## src/rtl/pia_fifo_pkg.sv

```systemverilog
// pia_fifo shared definitions: register offsets, bit positions,
// keyboard handshake states and the window decode helper.
package pia_fifo_pkg;

    localparam logic [1:0] OFF_KBD   = 2'd0;
    localparam logic [1:0] OFF_KBDCR = 2'd1;
    localparam logic [1:0] OFF_DSP   = 2'd2;
    localparam logic [1:0] OFF_DSPCR = 2'd3;

    localparam int ST_BIT  = 7;
    localparam int OVF_BIT = 6;
    localparam int IE_BIT  = 0;

    typedef enum logic {
        K_IDLE,
        K_ACK
    } kst_e;

    function automatic logic win_hit(
        input logic [15:0] a,
        input logic [15:0] base
    );
        return a[15:2] == base[15:2];
    endfunction

endpackage

```

## src/rtl/pia_fifo_if.sv

```systemverilog
// CPU bus and host keyboard/display handshake bundle for pia_fifo.
// Carries irq only when PIA_IRQ_EN is defined.
interface pia_fifo_if #(
    parameter int KBD_DEPTH = 16,
    parameter int DSP_DEPTH = 16,
    parameter int CHAR_W    = 7
);
    localparam int KCW = $clog2(KBD_DEPTH) + 1;
    localparam int DCW = $clog2(DSP_DEPTH) + 1;

    logic [15:0]       AB;
    logic              WE;
    logic              RDY;
    logic [7:0]        DI;
    logic [7:0]        DO;
    logic              sel;
    logic              kbd_rdy;
    logic              kbd_ack;
    logic [CHAR_W-1:0] kbd_data;
    logic              dsp_rdy;
    logic              dsp_ack;
    logic [CHAR_W-1:0] dsp_data;
    logic [KCW-1:0]    kbd_count;
    logic [DCW-1:0]    dsp_count;

`ifdef PIA_IRQ_EN
    logic              irq;

    modport slave (
        input  AB, WE, RDY, DI, kbd_rdy, kbd_data, dsp_ack,
        output DO, sel, kbd_ack, dsp_rdy, dsp_data,
        output kbd_count, dsp_count, irq
    );
    modport master (
        output AB, WE, RDY, DI, kbd_rdy, kbd_data, dsp_ack,
        input  DO, sel, kbd_ack, dsp_rdy, dsp_data,
        input  kbd_count, dsp_count, irq
    );
`else
    modport slave (
        input  AB, WE, RDY, DI, kbd_rdy, kbd_data, dsp_ack,
        output DO, sel, kbd_ack, dsp_rdy, dsp_data,
        output kbd_count, dsp_count
    );
    modport master (
        output AB, WE, RDY, DI, kbd_rdy, kbd_data, dsp_ack,
        input  DO, sel, kbd_ack, dsp_rdy, dsp_data,
        input  kbd_count, dsp_count
    );
`endif

endinterface

```

## src/rtl/pia_fifo_sync_fifo.sv

```systemverilog
// First-word-fall-through FIFO with registered pointers and exact count.
// Push while full is accepted only when a pop happens in the same cycle.
module sync_fifo #(
    parameter  int W     = 7,
    parameter  int DEPTH = 16,
    localparam int AW    = $clog2(DEPTH)
) (
    input  logic         clk,
    input  logic         reset,
    input  logic         push,
    input  logic [W-1:0] din,
    input  logic         pop,
    output logic [W-1:0] dout,
    output logic         full,
    output logic         empty,
    output logic [AW:0]  count
);

    localparam logic [AW-1:0] P_ONE = 1;
    localparam logic [AW:0]   C_ONE = 1;
    localparam logic [AW:0]   C_MAX = DEPTH;

    logic [W-1:0]  mem_q [DEPTH];
    logic [AW-1:0] rd_q, rd_d;
    logic [AW-1:0] wr_q, wr_d;
    logic [AW:0]   cnt_q, cnt_d;
    logic          do_pop;
    logic          do_push;

    assign empty   = cnt_q == '0;
    assign full    = cnt_q == C_MAX;
    assign do_pop  = pop & ~empty;
    assign do_push = push & (~full | do_pop);
    assign dout    = mem_q[rd_q];
    assign count   = cnt_q;

    always_comb begin
        rd_d  = rd_q;
        wr_d  = wr_q;
        cnt_d = cnt_q;
        if (do_pop) rd_d = rd_q + P_ONE;
        if (do_push) wr_d = wr_q + P_ONE;
        unique case ({do_push, do_pop})
            2'b10:   cnt_d = cnt_q + C_ONE;
            2'b01:   cnt_d = cnt_q - C_ONE;
            default: cnt_d = cnt_q;
        endcase
    end

    always_ff @(posedge clk) begin
        if (!reset) begin
            rd_q  <= '0;
            wr_q  <= '0;
            cnt_q <= '0;
        end else begin
            rd_q  <= rd_d;
            wr_q  <= wr_d;
            cnt_q <= cnt_d;
        end
    end

    always_ff @(posedge clk) begin
        if (do_push) mem_q[wr_q] <= din;
    end

endmodule

```

## src/rtl/pia_fifo.sv

```systemverilog
// FIFO-buffered keyboard/display PIA behind a 4-register CPU window.
// Define PIA_IRQ_EN to add the registered keyboard irq output.
module pia_fifo
    import pia_fifo_pkg::*;
#(
    parameter logic [15:0] BASE_ADDR = 16'hD010,
    parameter int          KBD_DEPTH = 16,
    parameter int          DSP_DEPTH = 16,
    parameter int          CHAR_W    = 7
) (
    input logic      clk,
    input logic      reset,
    pia_fifo_if.slave bus
);

    logic [15:0]       addr_q;
    logic              we_q;
    logic              rdy_q;
    logic              ack_q;
    logic              ie_q, ie_d;
    logic              ovf_q, ovf_d;
    kst_e              st_q, st_d;
    logic [CHAR_W-1:0] kbd_head;
    logic [CHAR_W-1:0] dsp_head;
    logic              kbd_full, kbd_empty;
    logic              dsp_full, dsp_empty;
    logic              kbd_push, kbd_pop;
    logic              dsp_push, dsp_pop;
    logic              wr, rd, dsp_wr;
    logic              unused_di;

    assign unused_di = ^bus.DI;

    // Writes decode the live address; reads use the registered one.
    assign wr       = win_hit(bus.AB, BASE_ADDR) & bus.WE & bus.RDY;
    assign bus.sel  = win_hit(addr_q, BASE_ADDR);
    assign rd       = bus.sel & ~we_q & rdy_q;
    assign kbd_pop  = rd & (addr_q[1:0] == OFF_KBD) & ~kbd_empty;
    assign dsp_wr   = wr & (bus.AB[1:0] == OFF_DSP);
    assign dsp_pop  = bus.dsp_ack & ~ack_q & ~dsp_empty;
    assign dsp_push = dsp_wr & (~dsp_full | dsp_pop);

    assign bus.dsp_rdy  = ~dsp_empty;
    assign bus.dsp_data = dsp_empty ? '0 : dsp_head;
    assign bus.kbd_ack  = st_q == K_ACK;

    always_comb begin
        ie_d  = ie_q;
        ovf_d = ovf_q;
        if (wr && bus.AB[1:0] == OFF_KBDCR)
            ie_d = bus.DI[IE_BIT];
        if (dsp_wr && dsp_full && !dsp_pop)
            ovf_d = 1'b1;
        else if (wr && bus.AB[1:0] == OFF_DSPCR && bus.DI[OVF_BIT])
            ovf_d = 1'b0;
    end

    always_comb begin
        st_d     = st_q;
        kbd_push = 1'b0;
        case (st_q)
            K_IDLE: begin
                if (bus.kbd_rdy && (!kbd_full || kbd_pop)) begin
                    kbd_push = 1'b1;
                    st_d     = K_ACK;
                end
            end
            K_ACK: begin
                if (!bus.kbd_rdy) st_d = K_IDLE;
            end
            default: st_d = K_IDLE;
        endcase
    end

    always_comb begin
        bus.DO = '0;
        if (bus.sel) begin
            unique case (addr_q[1:0])
                OFF_KBD: begin
                    if (!kbd_empty) bus.DO = {1'b1, 7'(kbd_head)};
                end
                OFF_KBDCR: begin
                    bus.DO[ST_BIT] = ~kbd_empty;
                    bus.DO[1]      = kbd_full;
                    bus.DO[IE_BIT] = ie_q;
                end
                OFF_DSP: begin
                    bus.DO[ST_BIT] = dsp_full;
                end
                OFF_DSPCR: begin
                    bus.DO[ST_BIT]  = ~dsp_empty;
                    bus.DO[OVF_BIT] = ovf_q;
                end
                default: bus.DO = '0;
            endcase
        end
    end

    always_ff @(posedge clk) begin
        if (!reset) begin
            addr_q <= '0;
            we_q   <= 1'b0;
            rdy_q  <= 1'b0;
            ack_q  <= 1'b0;
            ie_q   <= 1'b0;
            ovf_q  <= 1'b0;
            st_q   <= K_IDLE;
        end else begin
            addr_q <= bus.AB;
            we_q   <= bus.WE;
            rdy_q  <= bus.RDY;
            ack_q  <= bus.dsp_ack;
            ie_q   <= ie_d;
            ovf_q  <= ovf_d;
            st_q   <= st_d;
        end
    end

`ifdef PIA_IRQ_EN
    logic irq_q;

    always_ff @(posedge clk) begin
        if (!reset) irq_q <= 1'b0;
        else        irq_q <= ie_q & ~kbd_empty;
    end

    assign bus.irq = irq_q;
`endif

    sync_fifo #(
        .W    (CHAR_W),
        .DEPTH(KBD_DEPTH)
    ) u_kbd (
        .clk  (clk),
        .reset(reset),
        .push (kbd_push),
        .din  (bus.kbd_data),
        .pop  (kbd_pop),
        .dout (kbd_head),
        .full (kbd_full),
        .empty(kbd_empty),
        .count(bus.kbd_count)
    );

    sync_fifo #(
        .W    (CHAR_W),
        .DEPTH(DSP_DEPTH)
    ) u_dsp (
        .clk  (clk),
        .reset(reset),
        .push (dsp_push),
        .din  (bus.DI[CHAR_W-1:0]),
        .pop  (dsp_pop),
        .dout (dsp_head),
        .full (dsp_full),
        .empty(dsp_empty),
        .count(bus.dsp_count)
    );

endmodule
```

## src/flat_wrapper.sv

```systemverilog
// flat-port wrapper written by rule: the top's interface ports become plain ports
module pia_fifo_flat import pia_fifo_pkg::*;
#(
    parameter logic [15:0] BASE_ADDR = 16'hD010,
    parameter int          KBD_DEPTH = 16,
    parameter int          DSP_DEPTH = 16,
    parameter int          CHAR_W    = 7
)
  (clk, reset, bus_AB, bus_WE, bus_RDY, bus_DI, bus_kbd_rdy, bus_kbd_data, bus_dsp_ack, bus_DO, bus_sel, bus_kbd_ack, bus_dsp_rdy, bus_dsp_data, bus_kbd_count, bus_dsp_count);
  pia_fifo_if #(.KBD_DEPTH(KBD_DEPTH), .DSP_DEPTH(DSP_DEPTH), .CHAR_W(CHAR_W)) bus_i ();
  input logic clk;
  input logic reset;
  input wire logic [$bits(bus_i.AB)-1:0] bus_AB;
  input wire logic [$bits(bus_i.WE)-1:0] bus_WE;
  input wire logic [$bits(bus_i.RDY)-1:0] bus_RDY;
  input wire logic [$bits(bus_i.DI)-1:0] bus_DI;
  input wire logic [$bits(bus_i.kbd_rdy)-1:0] bus_kbd_rdy;
  input wire logic [$bits(bus_i.kbd_data)-1:0] bus_kbd_data;
  input wire logic [$bits(bus_i.dsp_ack)-1:0] bus_dsp_ack;
  output wire logic [$bits(bus_i.DO)-1:0] bus_DO;
  output wire logic [$bits(bus_i.sel)-1:0] bus_sel;
  output wire logic [$bits(bus_i.kbd_ack)-1:0] bus_kbd_ack;
  output wire logic [$bits(bus_i.dsp_rdy)-1:0] bus_dsp_rdy;
  output wire logic [$bits(bus_i.dsp_data)-1:0] bus_dsp_data;
  output wire logic [$bits(bus_i.kbd_count)-1:0] bus_kbd_count;
  output wire logic [$bits(bus_i.dsp_count)-1:0] bus_dsp_count;
  assign bus_i.AB = bus_AB;
  assign bus_i.WE = bus_WE;
  assign bus_i.RDY = bus_RDY;
  assign bus_i.DI = bus_DI;
  assign bus_i.kbd_rdy = bus_kbd_rdy;
  assign bus_i.kbd_data = bus_kbd_data;
  assign bus_i.dsp_ack = bus_dsp_ack;
  assign bus_DO = bus_i.DO;
  assign bus_sel = bus_i.sel;
  assign bus_kbd_ack = bus_i.kbd_ack;
  assign bus_dsp_rdy = bus_i.dsp_rdy;
  assign bus_dsp_data = bus_i.dsp_data;
  assign bus_kbd_count = bus_i.kbd_count;
  assign bus_dsp_count = bus_i.dsp_count;
  pia_fifo #(.BASE_ADDR(BASE_ADDR), .KBD_DEPTH(KBD_DEPTH), .DSP_DEPTH(DSP_DEPTH), .CHAR_W(CHAR_W)) u_core (.clk(clk), .reset(reset), .bus(bus_i));
endmodule
```

## config.mk

```make
export PLATFORM = sky130hd
export DESIGN_NAME = pia_fifo_flat
export DESIGN_NICKNAME = d
export VERILOG_FILES = /design/src/rtl/pia_fifo_pkg.sv /design/src/rtl/pia_fifo_if.sv /design/src/rtl/pia_fifo_sync_fifo.sv /design/src/rtl/pia_fifo.sv /design/src/flat_wrapper.sv
export SDC_FILE = /design/constraint.sdc
export NUM_CORES = 1
export LEC_CHECK = 0
export CORE_MARGIN = 3
export CORE_UTILIZATION = 40
export DETAILED_ROUTE_END_ITERATION = 10
export PLACE_DENSITY = 0.56
export SYNTH_ARGS = -nofsm -noshare
export SYNTH_HDL_FRONTEND = slang
export SYNTH_SLANG_ARGS = --single-unit
```

## constraint.sdc

```tcl
create_clock -name clk -period 3.9 [get_ports clk]
set_input_delay 0.585 -clock clk [delete_from_list [all_inputs] [get_ports clk]]
set_output_delay 0.585 -clock clk [all_outputs]
set_load 0.02 [all_outputs]
```

==> flow_summary.yaml, run 1 <==
routing:
  drt_iter0_markers: 444
  ant_nets: 0
  routed-wl-met3_um: 798
  avgRoutedWirePerCell_um: 19.0
  via_count: 5868
  drc: 0
  top_layer: "met4"
  drt_first_pass_iters: 6
  wl_met1_um: 9340
  viasPerCell: 5.09
  drt_wl_total_um: 21900
  route.met2.wl_um: 11300
floorplanning:
  die_height_um: 174
  die_area_sq_um: 30300
  start_util: 0.414
  core_area_sq_um: 27300
  rows: 60
  fp.dieW_um: 174
  io_pins: 65
placement:
  post-place-ws_ps: -98.4
  io_buffers: 63
  placed_area_sq_um: 12500
  dp_hpwl_um: 15200
  gp_congestion: 0.767
sta:
  max_slew_margin: 0.499
  holdWs_ps: 480
  min_period_ps: 3700
  slew_viol_final: 0
  finalCritPeriodShare: 0.949
  finalHoldViolCount: 0
  fin_skew_ps: 8.98
  setup_viol: 0
  setup_ws_ps: 200
  tightest_slew_ps: 746
  max_freq_mhz: 270
  rsz0062_at_grt: "false"
synth:
  synthesis.nets: 722
  avgSynthCellArea_sq_um: 17.1
  synth_warnings: 0
  netlist_instances: 662
  yosysMostFrequentCell: "edfxtp_1"
  synth.distinct_cells: 51
  async_flop_share: 0
  synth_common_cells: "edfxtp_1 (224), mux4_2 (63), dfxtp_1 (56), nor2_1 (38), and2_1 (25)"
  ys_seq_elements: 280
  synthFlopType: "edfxtp_1"
  ys_top_cells_by_area: "edfxtp_1 (60%), mux4_2 (13%), dfxtp_1 (9.9%)"
  netlist_area_sq_um: 11300
  synth_edf_count: 224
  synth-seq-area-share: 0.694
  synth_area_leader_cell: "edfxtp_1"
  netlist.area_leader.share: 0.595
clock_network:
  post_cts_resized: 0
  cts_root_buffer: "clkbuf_16"
  numCtsBuffers: 30
  clk_latency_ps: 540
  clock_path_buffers: 3
  clkSlewWorstSetupHoldPaths_ps: 60
  htreeDepth: 1
  cts_num_sinks: 280
  cts_hold_buffers: 0
  postCtsSetupBuffers: 0
  cts_tree: "yes"
worst_setup_path:
  cpMostUsedCell: "mux4_2"
  slowest_stage: "dfxtp_2"
  cp.required_ps: 3310
  cp.arrival_ps: 3110
  timing.setup.critical_path_class: "flop to primary output"
  cpPeakStageDelay_ps: 570
  path_cells: "buf_4, mux4_2, mux4_2, nor2b_1, clkdlybuf4s50_1"
  crit_path_end_kind: "primary output"
  critPathLaunchType: "flop"
  crit_fanout: 10
grt:
  antenna_found_initial: 1
  grt_overflow: 0
  grt_pass1_wl_um: 34500
  grt_pass1_vias: 6184
  grt_start_max_net_pins: 33
  grt.total_usage: 0.144
pwr:
  power_leakage_nw: 4.46
  ir_worst_vdd_v: 0.000283
  power.total_mw: 6.23
  power_density_nw_per_um2: 461
cells_and_area:
  drive_above_1_share: 0.199
  area_growth_pct: 19.7
  nets: 816
  n_fill_cell: 2306
  antenna_cells: 0
  final_cell_area_sq_um: 13500
worst_hold_path:
  min_path_type: "flop to flop"
run_status:
  outcome: "finished, final reports clean"
job:
  cap_violations: 0
power breakdown:
part / internal (mW) / switching (mW)
Clock: 1.72 / 1.10
Combinational: 0.0687 / 0.0877
Sequential: 3.25 / 0.0120
metrics by stage:
stage	setup TNS [ps]	util	std cells
6_report	0	0.495	1152
5_1_grt	0	0.495	1152
4_1_cts	0	0.495	1152
3_5_place_dp	-98.4	0.458	1096
3_3_place_gp	-16.4	0.458	1096
2_1_floorplan	0	-	662
final cells by class:
class                           count  area (sq um)  area share
Sequential cell                   280          7850       0.580
Multi-Input combinational cell    328          3230       0.239
Timing Repair Buffer               96           891      0.0659
Clock buffer                       39           846      0.0625
Tap cell                          372           465      0.0344
Clock inverter                     17           166      0.0123
Inverter                           20          77.6     0.00573
cell usage in the layout (no fill, tap or decap), drive strengths merged, types with 4 or more instances in the layout:
cell type / count
dfxtp: 56
and3: 17
nor2b: 16
xor2: 8
nand2b: 7
o22ai: 4
ha: 22
clkbuf: 39
inv: 19
nand4: 5
edfxtp: 224
mux4: 63
clkdlybuf4s50: 63
nor3: 8
a21oi: 14
and2: 26
buf: 33
xnor2: 6
o21ai: 8
nand3: 5
clkinv: 13
nand2: 20
nor2: 38
mux2i: 17
a211oi: 8
critical path, delay by kind of cell (launching register included):
| family | cells | cell delay, ps |
|---|---|---|
| multiplexers | 2 | 1020 |
| buffers and inverters | 2 | 840 |
| flip-flops | 1 | 570 |
| AND/OR/NAND/NOR | 1 | 150 |
final timing paths:
path / cells after the start / end / from / slack, ps
setup / recovery: 5 / bus_dsp_data[2] / flop / 200
hold / removal: 2 / u_core.ovf_q$_SDFFE_PN0P_ / u_core.ovf_q$_SDFFE_PN0P_ / 480
setup reg to reg: 13 / u_core.u_kbd.count[4]$_SDFFE_PN0P_ / u_core.u_kbd.count[1]$_SDFFE_PN0P_ / 500
hold reg to reg: 2 / u_core.ovf_q$_SDFFE_PN0P_ / u_core.ovf_q$_SDFFE_PN0P_ / 480
kinds of logic (layout without fill, tap and decap cells):
kind of cell | Yosys count | after routing | synth area share
AOI/OAI and AO/OA | 46 | 46 | 0.0260
xor gates and xnor gates | 14 | 14 | 0.0108
adders and majority gates | 23 | 23 | 0.0261
buffers and inverters | 54 | 172 | 0.0198
DFF | 280 | 280 | 0.694
muxes | 83 | 83 | 0.144
and+or+nand+nor | 162 | 162 | 0.0794
flip-flops by register name (all words and copies together), names as in the netlist, named ones only:
name	count
u_core.u_dsp.rd_q	4
u_core.ie_q	1
u_core.u_dsp.wr_q	4
u_core.addr_q	16
u_core.ack_q	1
u_core.u_kbd.count	5
u_core.u_kbd.mem_q	112
u_core.u_kbd.rd_q	4
u_core.bus.kbd_ack	1
u_core.u_dsp.count	5
u_core.u_kbd.wr_q	4
u_core.rdy_q	1
u_core.we_q	1
u_core.ovf_q	1
u_core.u_dsp.mem_q	112
routing by layer:
| layer | vias to the layer above | global-route usage |
|---|---|---|
| met3 | 34 | 0.0218 |
| met5 | - | 0 |
| met1 | 2969 | 0.181 |
| li1 | 2751 | - |
| met2 | 114 | 0.261 |
| met4 | 0 | 0.0342 |
Note: power is estimated with default switching activity, not from simulation.
==> run 2: changes to the inputs <==
--- a/config.mk
+++ b/config.mk
@@ -8,7 +8,9 @@
 export CORE_MARGIN = 3
 export CORE_UTILIZATION = 40
 export DETAILED_ROUTE_END_ITERATION = 10
-export PLACE_DENSITY = 0.56
+export MAX_ROUTING_LAYER = met4
+export PLACE_DENSITY_LB_ADDON = 0.1
+export SLEW_MARGIN = 20
 export SYNTH_ARGS = -nofsm -noshare
 export SYNTH_HDL_FRONTEND = slang
 export SYNTH_SLANG_ARGS = --single-unit
==> run 2 against run 1 <==
Count of clock-buffer cells in the layout is 8 higher; core utilization is 0.096 points lower; sequential share of layout area is 0.13 points higher; non-clock buffer count is 6 higher; global-route usage is 1.8 points higher; critical path depth stayed put; total power is 1.7% lower; worst hold slack better by 8.4 ps; combinational power is 5% higher; critical path type unchanged; cell count is 0.17% higher.
==> flow_summary.yaml, run 2 (synthesis gave the netlist of run 1 again) <==
run_status:
  outcome: "finished, final reports clean"
pwr:
  p_sw_mw: 1.18
  power.total_mw: 6.13
  ir_worst_vdd_v: 0.000359
  internal_power_mw: 4.95
  switching_share: 0.192
  combPwrFrac: 0.027
  power_density_nw_per_um2: 454
  power_leakage_nw: 4.46
  pwr-share-clk: 0.441
  power_frac_seq: 0.532
worst_hold_path:
  hold_depth: 2
  min_path_type: "flop to flop"
clock_network:
  numCtsBuffers: 30
  htreeDepth: 1
  clock_path_buffers: 3
  cts_root_buffer: "clkbuf_16"
  clkSlewWorstSetupHoldPaths_ps: 60
  cts_num_sinks: 280
  cts_tree: "yes"
  clk_latency_ps: 540
grt:
  grt.total_usage: 0.162
  antenna_found_initial: 0
  grt_pass1_wl_um: 36900
  grt_start_max_net_pins: 33
  grt_pass1_vias: 6304
  grt_overflow: 0
floorplanning:
  core_area_sq_um: 27300
  die_area_sq_um: 30300
  fp.dieW_um: 174
  io_pins: 65
  start_util: 0.414
  rows: 60
  die_height_um: 174
sta:
  max_slew_margin: 0.504
  holdWs_ps: 488
  max_freq_mhz: 272
  rsz0062_at_grt: "false"
  fin_skew_ps: 11.0
  setup_viol: 0
  min_period_ps: 3670
  finalHoldViolCount: 0
  tightest_slew_ps: 740
  setup_ws_ps: 225
  slew_viol_final: 0
  finalCritPeriodShare: 0.942
cells_and_area:
  antenna_cells: 0
  final_core_util: 0.494
  drive_above_1_share: 0.197
  area_growth_pct: 19.4
  n_fill_cell: 2333
  largestRegisters: "u_core.u_dsp.mem_q (112), u_core.u_kbd.mem_q (112), u_core.addr_q (16)"
  nets: 822
  final_common_cell: "edfxtp_1"
  final_cell_mix: "edfxtp_1 (224), mux4_2 (63), clkdlybuf4s50_1 (63)"
worst_setup_path:
  r2r_cells: 12
  timing.setup.critical_path_class: "flop to primary output"
  cp.required_ps: 3310
  cpPeakStageDelay_ps: 580
  crit_cells: 5
  slowest_stage: "clkdlybuf4s50_1"
  cp.arrival_ps: 3090
  path_buf_inv: 2
  cpMostUsedCell: "mux4_2"
  crit_family: "multiplexers"
  path_cells: "buf_4, mux4_2, mux4_2, nor2b_1, clkdlybuf4s50_1"
  crit_fanout: 9
  critPathLaunchType: "flop"
  crit_path_end_kind: "primary output"
routing:
  drt_iter0_markers: 338
  viasPerCell: 5.19
  via_count: 5986
  avgRoutedWirePerCell_um: 20.5
  drt_first_pass_iters: 5
  drc: 0
  ant_nets: 0
  drt_wl_total_um: 23600
job:
  cap_violations: 0
placement:
  io_buffers: 63
  gp_congestion: 0.765
  post-place-ws_ps: -83.2
  dp_hpwl_um: 16000
-- run 2: changes by cell type in the layout (fill, tap and decap cells not counted), sizes merged --
cell      delta
clkbuf       +8
bufinv       -1
clkinvlp     -2
clkinv       -9
buf          +6
-- run 2: worst paths after layout --
| kind | end | slack, ps | start |
|---|---|---|---|
| setup reg to reg | u_core.u_kbd.count[4]$_SDFFE_PN0P_ | 330 | u_core.u_kbd.count[1]$_SDFFE_PN0P_ |
| setup / recovery | bus_dsp_data[5] | 230 | flop |
| hold reg to reg | u_core.ovf_q$_SDFFE_PN0P_ | 490 | u_core.ovf_q$_SDFFE_PN0P_ |
| hold / removal | u_core.ovf_q$_SDFFE_PN0P_ | 490 | u_core.ovf_q$_SDFFE_PN0P_ |
-- run 2: final cells by class --
class | count | area (sq um) | share of cell area
flip-flops and latches | 280 | 7850 | 0.582
multi-input cells | 328 | 3230 | 0.239
repair buffers | 102 | 936 | 0.0693
clock buffers | 47 | 863 | 0.0639
well taps | 372 | 465 | 0.0345
inverters | 20 | 77.6 | 0.00575
clock inverters | 5 | 75.1 | 0.00556
-- run 2: routing by layer --
layer / share of wire / wire length, um / global-route usage / vias to the layer above
met5: 0 / 0 / - / -
met4: 0.018 / 414 / 0.0345 / 0
met3: 0.049 / 1160 / 0.0332 / 34
met2: 0.46 / 10900 / 0.244 / 128
met1: 0.47 / 11100 / 0.230 / 3061
li1: - / - / - / 2763
-- run 2: metrics by stage --
step	setup TNS (ps)	instances	cell area, sq um
global route	0	1154	13500
finish	0	1154	13500
global placement	-45.9	1102	12600
detailed placement	-83.2	1102	12600
CTS	0	1154	13500
floorplan	0	662	11300
-- run 2: what timing repair did --
| action | CTS | global route |
|---|---|---|
| resized for setup | 0 | 1 |
| hold buffers | 0 | 0 |
| setup endpoints to repair | 0 | 6 |
| buffers inserted | 0 | 0 |
-- run 2: worst reg2reg max path: stages, from the launching register on --
cell and delay, ps:
dfxtp_1 500, or4_1 260, o2111ai_2 180, o21ai_1 370, and2_1 500, inv_1 160, ha_1 270, buf_4 180
ha_1 330, nor3b_1 200, o21ai_0 110, a31oi_1 250, mux2i_1 200
-- run 2: power groups by stage --
stage,logic (mW),registers (mW),clock network [mW]
after floorplan,0.0623,3.32,0
after global placement,0.157,3.32,0
after detailed placement,0.165,3.32,0
after CTS,0.166,3.26,2.77
after global routing,0.179,3.26,2.90
final,0.164,3.26,2.70
